File: config.mk
export PLATFORM = sky130hd
export DESIGN_NAME = procesador_pipe
export DESIGN_NICKNAME = d
export VERILOG_FILES = /design/src/rtl/procesador_pipe.sv
export SDC_FILE = /design/constraint.sdc
export NUM_CORES = 1
export LEC_CHECK = 0
export CAP_MARGIN = 10
export CORE_ASPECT_RATIO = 0.75
export CORE_MARGIN = 10
export CORE_UTILIZATION = 50
export DETAILED_ROUTE_END_ITERATION = 12
export PLACE_DENSITY = 0.78
export SYNTH_ARGS = -nofsm -noshare
export SYNTH_HDL_FRONTEND = slang
export SYNTH_SLANG_ARGS = --single-unit
File: constraint.sdc
create_clock -name clock -period 4.3 [get_ports clock]
set_input_delay 0.645 -clock clock [delete_from_list [all_inputs] [get_ports clock]]
set_output_delay 0.645 -clock clock [all_outputs]
set_load 0.01 [all_outputs]
File: src/rtl/procesador_pipe.sv
// Two-stage (EX/WB) datapath: register file, function unit, shifter and bus muxes,
// with write-back forwarding, registered status tags and a memory-wait stall.
module procesador_pipe #(
  parameter int m = 8,
  parameter int R = 2
) (
  input  logic         clock,
  input  logic         reset_n,
  input  logic         cw_valid,
  output logic         cw_ready,
  input  logic [R-1:0] A_sel,
  input  logic [R-1:0] B_sel,
  input  logic [R-1:0] D_sel,
  input  logic [3:0]   G_sel,
  input  logic [1:0]   H_sel,
  input  logic         MB_sel,
  input  logic         MF_sel,
  input  logic         MD_sel,
  input  logic         Load_en,
  input  logic [m-1:0] Cons_IN,
  input  logic [m-1:0] Data_IN,
  input  logic         mem_ready,
  output logic [3:0]   Tags,
  output logic [m-1:0] Address_out,
  output logic [m-1:0] Data_out,
  output logic         wb_valid
);

  localparam int unsigned NREG = 2 ** R;

  logic [m-1:0] rf_q [NREG];

  logic         wb_valid_q;
  logic [R-1:0] wb_dsel_q;
  logic         wb_md_q;
  logic         wb_le_q;
  logic [m-1:0] wb_f_q;

  logic [3:0]   tags_q, tags_d;
  logic [m-1:0] addr_q, data_q;

  logic         stall, accept, fwd_en;
  logic [m-1:0] wb_val;
  logic [m-1:0] a_bus, b_reg, b_bus;

  logic [m-1:0] fu_y, fu_out, sh_out, f_d;
  logic [m:0]   fu_sum;
  logic         fu_cin, fu_c, fu_v;

  assign stall    = wb_valid_q && wb_md_q && !mem_ready;
  assign cw_ready = !stall;
  assign accept   = cw_valid && cw_ready;

  // WB result bypasses the register file so a dependent op in EX never sees a stale value
  assign wb_val = wb_md_q ? Data_IN : wb_f_q;
  assign fwd_en = wb_valid_q && wb_le_q;
  assign a_bus  = (fwd_en && (wb_dsel_q == A_sel)) ? wb_val : rf_q[A_sel];
  assign b_reg  = (fwd_en && (wb_dsel_q == B_sel)) ? wb_val : rf_q[B_sel];
  assign b_bus  = MB_sel ? Cons_IN : b_reg;

  // Arithmetic codes share one adder: A + Y + cin
  always_comb begin
    fu_y   = '0;
    fu_cin = 1'b0;
    case (G_sel[2:0])
      3'd1:    fu_cin = 1'b1;
      3'd2:    fu_y   = b_bus;
      3'd3:    begin fu_y = b_bus;  fu_cin = 1'b1; end
      3'd4:    fu_y   = ~b_bus;
      3'd5:    begin fu_y = ~b_bus; fu_cin = 1'b1; end
      3'd6:    fu_y   = '1;
      default: ;
    endcase
    fu_sum = {1'b0, a_bus} + {1'b0, fu_y} + {{m{1'b0}}, fu_cin};

    fu_out = a_bus;
    fu_c   = 1'b0;
    fu_v   = 1'b0;
    if (!G_sel[3]) begin
      fu_out = fu_sum[m-1:0];
      fu_c   = fu_sum[m];
      fu_v   = (a_bus[m-1] == fu_y[m-1]) && (fu_sum[m-1] != a_bus[m-1]);
    end else if (!G_sel[2]) begin
      case (G_sel[1:0])
        2'd0:    fu_out = a_bus & b_bus;
        2'd1:    fu_out = a_bus | b_bus;
        2'd2:    fu_out = a_bus ^ b_bus;
        default: fu_out = ~a_bus;
      endcase
    end
  end

  always_comb begin
    case (H_sel)
      2'd0:    sh_out = b_bus;
      2'd1:    sh_out = b_bus >> 1;
      2'd2:    sh_out = b_bus << 1;
      default: sh_out = '0;
    endcase
  end

  always_comb begin
    f_d    = MF_sel ? sh_out : fu_out;
    tags_d = {MF_sel ? 1'b0 : fu_v, MF_sel ? 1'b0 : fu_c, f_d[m-1], f_d == '0};
  end

  always_ff @(posedge clock or negedge reset_n) begin
    if (!reset_n) begin
      wb_valid_q <= 1'b0;
      wb_dsel_q  <= '0;
      wb_md_q    <= 1'b0;
      wb_le_q    <= 1'b0;
      wb_f_q     <= '0;
      tags_q     <= '0;
      addr_q     <= '0;
      data_q     <= '0;
    end else if (accept) begin
      wb_valid_q <= 1'b1;
      wb_dsel_q  <= D_sel;
      wb_md_q    <= MD_sel;
      wb_le_q    <= Load_en;
      wb_f_q     <= f_d;
      tags_q     <= tags_d;
      addr_q     <= a_bus;
      data_q     <= b_bus;
    end else if (!stall) begin
      wb_valid_q <= 1'b0;
    end
  end

  always_ff @(posedge clock or negedge reset_n) begin
    if (!reset_n) begin
      for (int unsigned i = 0; i < NREG; i++) rf_q[i] <= '0;
    end else if (fwd_en && !stall) begin
      rf_q[wb_dsel_q] <= wb_val;
    end
  end

  assign Tags        = tags_q;
  assign Address_out = addr_q;
  assign Data_out    = data_q;
  assign wb_valid    = wb_valid_q;

endmodule
Yosys cells after proc, flatten, opt, wreduce, memory -nomap -nowiden
Cells that the tools add are included.
{"block": "word_totals", "ff_bits": 65, "output_inout_bits": 22, "inputBits": 36, "elab_cells": 84}
{"block": "classes", "eq_ne": 15, "mux": 26, "bitwise_logic": 8, "magnitude_cmp": 4, "reduce_logical": 17, "add_sub_neg": 2}
{"op": "$mux W8", "count": 12}
{"op": "$pmux W8 S3", "count": 3}
{"op": "$bmux W8 S2", "count": 2}
{"op": "$bwmux W32", "count": 1}
{"op": "$demux W8 S2", "count": 1}
{"op": "$not A8 Y8", "count": 2}
{"op": "$add A8 B8 Y9", "count": 1}
{"op": "$add A9 B1 Y9", "count": 1}
{"op": "$eq A3 B3 Y1 const B", "count": 3}
{"op": "$ge A3 B3 Y1 const B", "count": 3}
{"op": "$logic_and A1 B1 Y1", "count": 9}
{"op": "$not A2 Y3", "count": 3}
{"op": "$and A8 B8 Y8", "count": 1}
{"op": "$logic_not A8 Y1", "count": 1}
{"op": "$or A8 B8 Y8", "count": 1}
{"op": "$xor A8 B8 Y8", "count": 1}
{"op": "$mux W1", "count": 7}
{"op": "$eq A3 B2 Y1 const B", "count": 2}
{"op": "$eq A2 B1 Y1 const B", "count": 2}
{"op": "$eq A2 B2 Y1", "count": 2}
{"op": "$eq A2 B2 Y1 const B", "count": 2}
{"op": "$logic_not A2 Y1", "count": 2}
{"op": "$reduce_or A2 Y1", "count": 2}
{"op": "$eq A3 B1 Y1 const B", "count": 1}
{"op": "6 further kinds", "count": 7}

Depth between registers and ports, before layout
{"block": "depth", "word_depth": 14, "mapped_depth": 17}

Least setup slack after synthesis
Ideal clock, no wire load.
{"block": "synth_timing", "kind": "input to register", "startpoint": "input port B_sel[1]", "endpoint": "register tags_q[0] (netlist: Tags[0])", "t_required_ns": 4.190, "path_stages": 15, "setup_slack_ns": 0.510, "arrival_ns": 3.680, "setup_time_ns": 0.110, "n_path_buf": 1, "path_cell_list": "buf_4 > xor2_1 > o31ai_1 > a2bb2oi_1 > a21oi_1 > nor2_1 > fa_1 > inv_1 > fa_1 > nor2b_1 > nor3_1 > a221o_1 > a221oi_1 > nand4_1 > o41ai_1"}
{"block": "synth_via", "elab_chain_len": 13}
{"element": "start: declaration", "line_no": "12", "text": "input logic [R-1:0] B_sel,"}
{"element": "$not A2 Y3 (not written as such)", "line_no": "58", "text": "assign b_reg = (fwd_en && (wb_dsel_q == B_sel)) ? wb_val : rf_q[B_sel];"}
{"element": "$bmux W8 S2", "line_no": "58"}
{"element": "$mux W8 (not written as such) (2 in series)", "line_no": "58"}
{"element": "$mux W8 (*)", "line_no": "58"}
{"element": "$mux W8 (*)", "line_no": "59", "text": "assign b_bus = MB_sel ? Cons_IN : b_reg;"}
{"element": "$not A8 Y8", "line_no": "69, 70"}
{"element": "$pmux W8 S3", "line_no": "65", "text": "case (G_sel[2:0])"}
{"element": "$add A8 B8 Y9", "line_no": "74", "text": "fu_sum = {1'b0, a_bus} + {1'b0, fu_y} + {{m{1'b0}}, fu_cin};"}
{"element": "$add A9 B1 Y9", "line_no": "74"}
{"element": "$mux W8", "line_no": "79", "text": "if (!G_sel[3]) begin"}
{"element": "$mux W8 (*)", "line_no": "103", "text": "f_d = MF_sel ? sh_out : fu_out;"}
{"element": "$logic_not A8 Y1 (*)", "line_no": "104", "text": "tags_d = {MF_sel ? 1'b0 : fu_v, MF_sel ? 1'b0 : fu_c, f_d[m-1], f_d == '0};"}
{"element": "end signal: assignment", "line_no": "123", "text": "tags_q <= tags_d;"}
{"element": "end: declaration", "line_no": "39", "text": "logic [3:0] tags_q, tags_d;"}
Every way passes the cells marked *; elsewhere a longest branch is shown, timed or not. The select of a mux whose other input is x is not followed.
A chain may end at the register's enable or synchronous reset.

Worst setup path after layout
{"block": "layout_timing", "startpoint": "input port B_sel[0]", "endpoint": "register tags_q[0] (netlist: Tags[0])"}
Same word-level chain as after synthesis.

==> run metrics <==
Synth Instances 479; # setup viols final 0; mapped cell area about 4700 µm²; Slew @ Worst Pin 928 ps; register area about 1600 µm²; Leak 2.67 nW; IO Count 58; largest net degree at the start of global routing 53; DRT Wirelength 14700 µm; Diodes inserted 0; Rows 30; Setup WS pre-CTS -192 ps; logic gate share of total power 0.503; max-slew violation count 0; dpl hpwl roughly 12000 µm; multi-input logic area 2820 µm²; Final min period 4110 ps; peak supply drop between 0.0002 and 0.0003 V; Starting DRT DRC Count 365; Final Hold Vio Count 0; fmax 243 MHz; ys async rst share 1.00; vias in the first global route 4297; Final WS setup ~190 ps; Mapped Avg Cell Area approximately 10 µm²; Initial Util 0.516; Nets 639; layout cells sized above 1 0.246; Post-synth top flop dfrtp_1; Worst-Skew Late Latency 340 ps; Clk network pwr share 0.213; CTS clk-pin slew, worst paths 60 ps; TNS Setup 0 ps; switching part of the total 0.378; P_sw 0.00140 W; Setup crit end kind register; via/cell ratio 5.96; # clock sinks 64; outcome finished, final reports clean; Seq/Total Area, Yosys 0.340; Clock Skew approximately 6.4 ps; Crit path required time between 4000 and 5000 ps; Max Cap Viol 0; Cell Int Power 0.00230 W; drt pass-1 iters 5; Yosys top cell area share 0.340; crit path kind input port to register; total number of vias 4249; core box area a little over 9000 µm²; slew margin rel. 0.380; first-pass GRT wire length 23400 µm; Synth Register Bits 64; Synth area leader dfrtp_1; full die area 13700 µm²; crit path DAT 4340 ps; warnings from Yosys 0; syn nets 538; Critical path origin B_sel[0]; die height 104 µm; Reg power frac 0.284; GRT Util Overall 0.213; Power, Total 0.00370 W; Crit Reg-Reg Startpoint wb_md_q$_DFFE_PN0P_; global placer's final weighted congestion 0.972; drc violations 0; PD cells 613 nW/µm²; CTS tree built; IO Port Bufs 57; top post-synthesis cells by area dfrtp_1, mux4_2, ha_1; antenna violations before repair 0; Area Growth Syn to Fin 28.3%; H-tree depth 3; CTS Buffer Depth 2; wire length per cell 20.6 µm; CP Launch Type input port; Final ANT Viol Nets 0; GR Overflow Total 0; number of flops mapped to enable cells by yosys 0; Inserted Clock Buffers 9; Min-Delay Path Class input port to asynchronous set/reset pin; CP max FO 9; # Post-CTS Setup Buffers 0; CTS root buf clkbuf_16; die width 132 µm; Period Utilization, post-route 0.957; Fill cells 774; Yosys cell types 75
final cells by class:
cell class | count | area share
multi-input combinational | 363 | 0.468
inverter | 23 | 0.0143
tap | 128 | 0.0265
timing repair buffer | 119 | 0.173
clock inverter | 7 | 0.0158
clock buffer | 9 | 0.0373
sequential | 64 | 0.265
worst paths after layout:
path / end / slack (ps) / depth (start not counted)
setup / recovery: Tags[0]$_DFFE_PN0P_ / 190 / 17
hold / removal: rf_q[14]$_DFFE_PN0P_ / 350 / 1
hold reg to reg: Address_out[5]$_DFFE_PN0P_ / 480 / 2
max in group asynchronous: Data_out[5]$_DFFE_PN0P_ / 3030 / 2
setup reg to reg: Tags[0]$_DFFE_PN0P_ / 400 / 15
min in group clock: Address_out[5]$_DFFE_PN0P_ / 480 / 2
cells by family (layout without fill, tap and decap cells):
group	after synthesis	count (layout)	share of synthesized area
compound gates	146	146	0.209
xor+xnor	9	9	0.0247
fa+ha+maj	23	23	0.0644
buf+inv	52	158	0.0657
flops	64	64	0.340
mux	49	49	0.158
simple gates	136	136	0.138
stage by stage:
step / cell area, µm² / util / hold slack [ps] / cells
after global routing: 6040 / 0.662 / 393 / 713
final: 6040 / 0.662 / 348 / 713
after detailed placement: 5690 / 0.623 / 469 / 697
after floorplan: 4700 / - / 349 / 479
after global placement: 5690 / 0.623 / 460 / 697
after CTS: 6010 / 0.658 / 362 / 713
cell usage after synthesis (all sizes together) (4+ instances only):
cell type,instances
mux4,17
o31ai,5
inv,22
and2,4
nor4,4
o211a,4
a211oi,9
nand2,63
ha,21
a21o,4
or2,6
dfrtp,64
xor2,4
o21ai,53
clkbuf,17
nor3,5
o41ai,4
buf,12
o31a,9
xnor2,5
nor2,24
nor2b,8
o22ai,7
mux2,15
a21oi,21
mux2i,17
nand2b,6
registers in the layout, summed over array words and instances, names as in the netlist:
| name | count |
|---|---|
| wb_valid | 1 |
| wb_le_q | 1 |
| Tags | 4 |
| wb_dsel_q | 2 |
| rf_q | 32 |
| wb_f_q | 7 |
| wb_md_q | 1 |
| Data_out | 8 |
| Address_out | 8 |
cell usage in the layout (no fill, tap or decap), drive strengths merged, types with 5 or more instances in the layout:
master         count
mux2              15
or2                6
nand2b             6
a21oi             21
inv               23
clkdlybuf4s50     56
o22ai              7
nor2b              8
dfrtp             64
o31a               9
o31ai              5
clkbuf             9
nor2              24
buf               63
a211oi             9
ha                21
mux4              17
mux2i             17
nand2             63
xnor2              5
o21ai             53
nor3               5
power by group through the flow:
| stage | Combinational [W] | Clock (W) | Sequential, W |
|---|---|---|---|
| 2_1_floorplan | 0.00109 | 0 | 0.00100 |
| 3_3_place_gp | 0.00176 | 0 | 0.00103 |
| 3_5_place_dp | 0.00182 | 0 | 0.00105 |
| 4_1_cts | 0.00183 | 0.000797 | 0.00105 |
| 5_1_grt | 0.00204 | 0.000828 | 0.00108 |
| 6_report | 0.00186 | 0.000788 | 0.00105 |
repair_timing:
action	in CTS	in global routing
resized for setup	0	6
hold buffers	0	0
endpoints found under the setup margin	0	1
layer usage:
layer  vias up  global-route usage  wire length [µm]  part of all wire
met5         -                   0                 0                 0
met4         0              0.0483               180             0.012
met3        19              0.0623              1160             0.079
met2       192               0.318              6320              0.43
met1      2069               0.297              7010              0.48
li1       1969                   -                 -                 -
critical path: stages:
cell and delay, ps:
clkdlybuf4s50_1 520, buf_12 160, mux4_2 510, o31ai_1 110, a2bb2oi_2 130, nor2_1 100, a21oi_1 50, nor2_1 140
fa_1 210, inv_1 60, fa_1 380, nor2b_2 170, nor3_1 70, a221o_1 290, a221oi_1 310, nand4_1 190
o41ai_1 280
(Power assumes the default switching activity.)
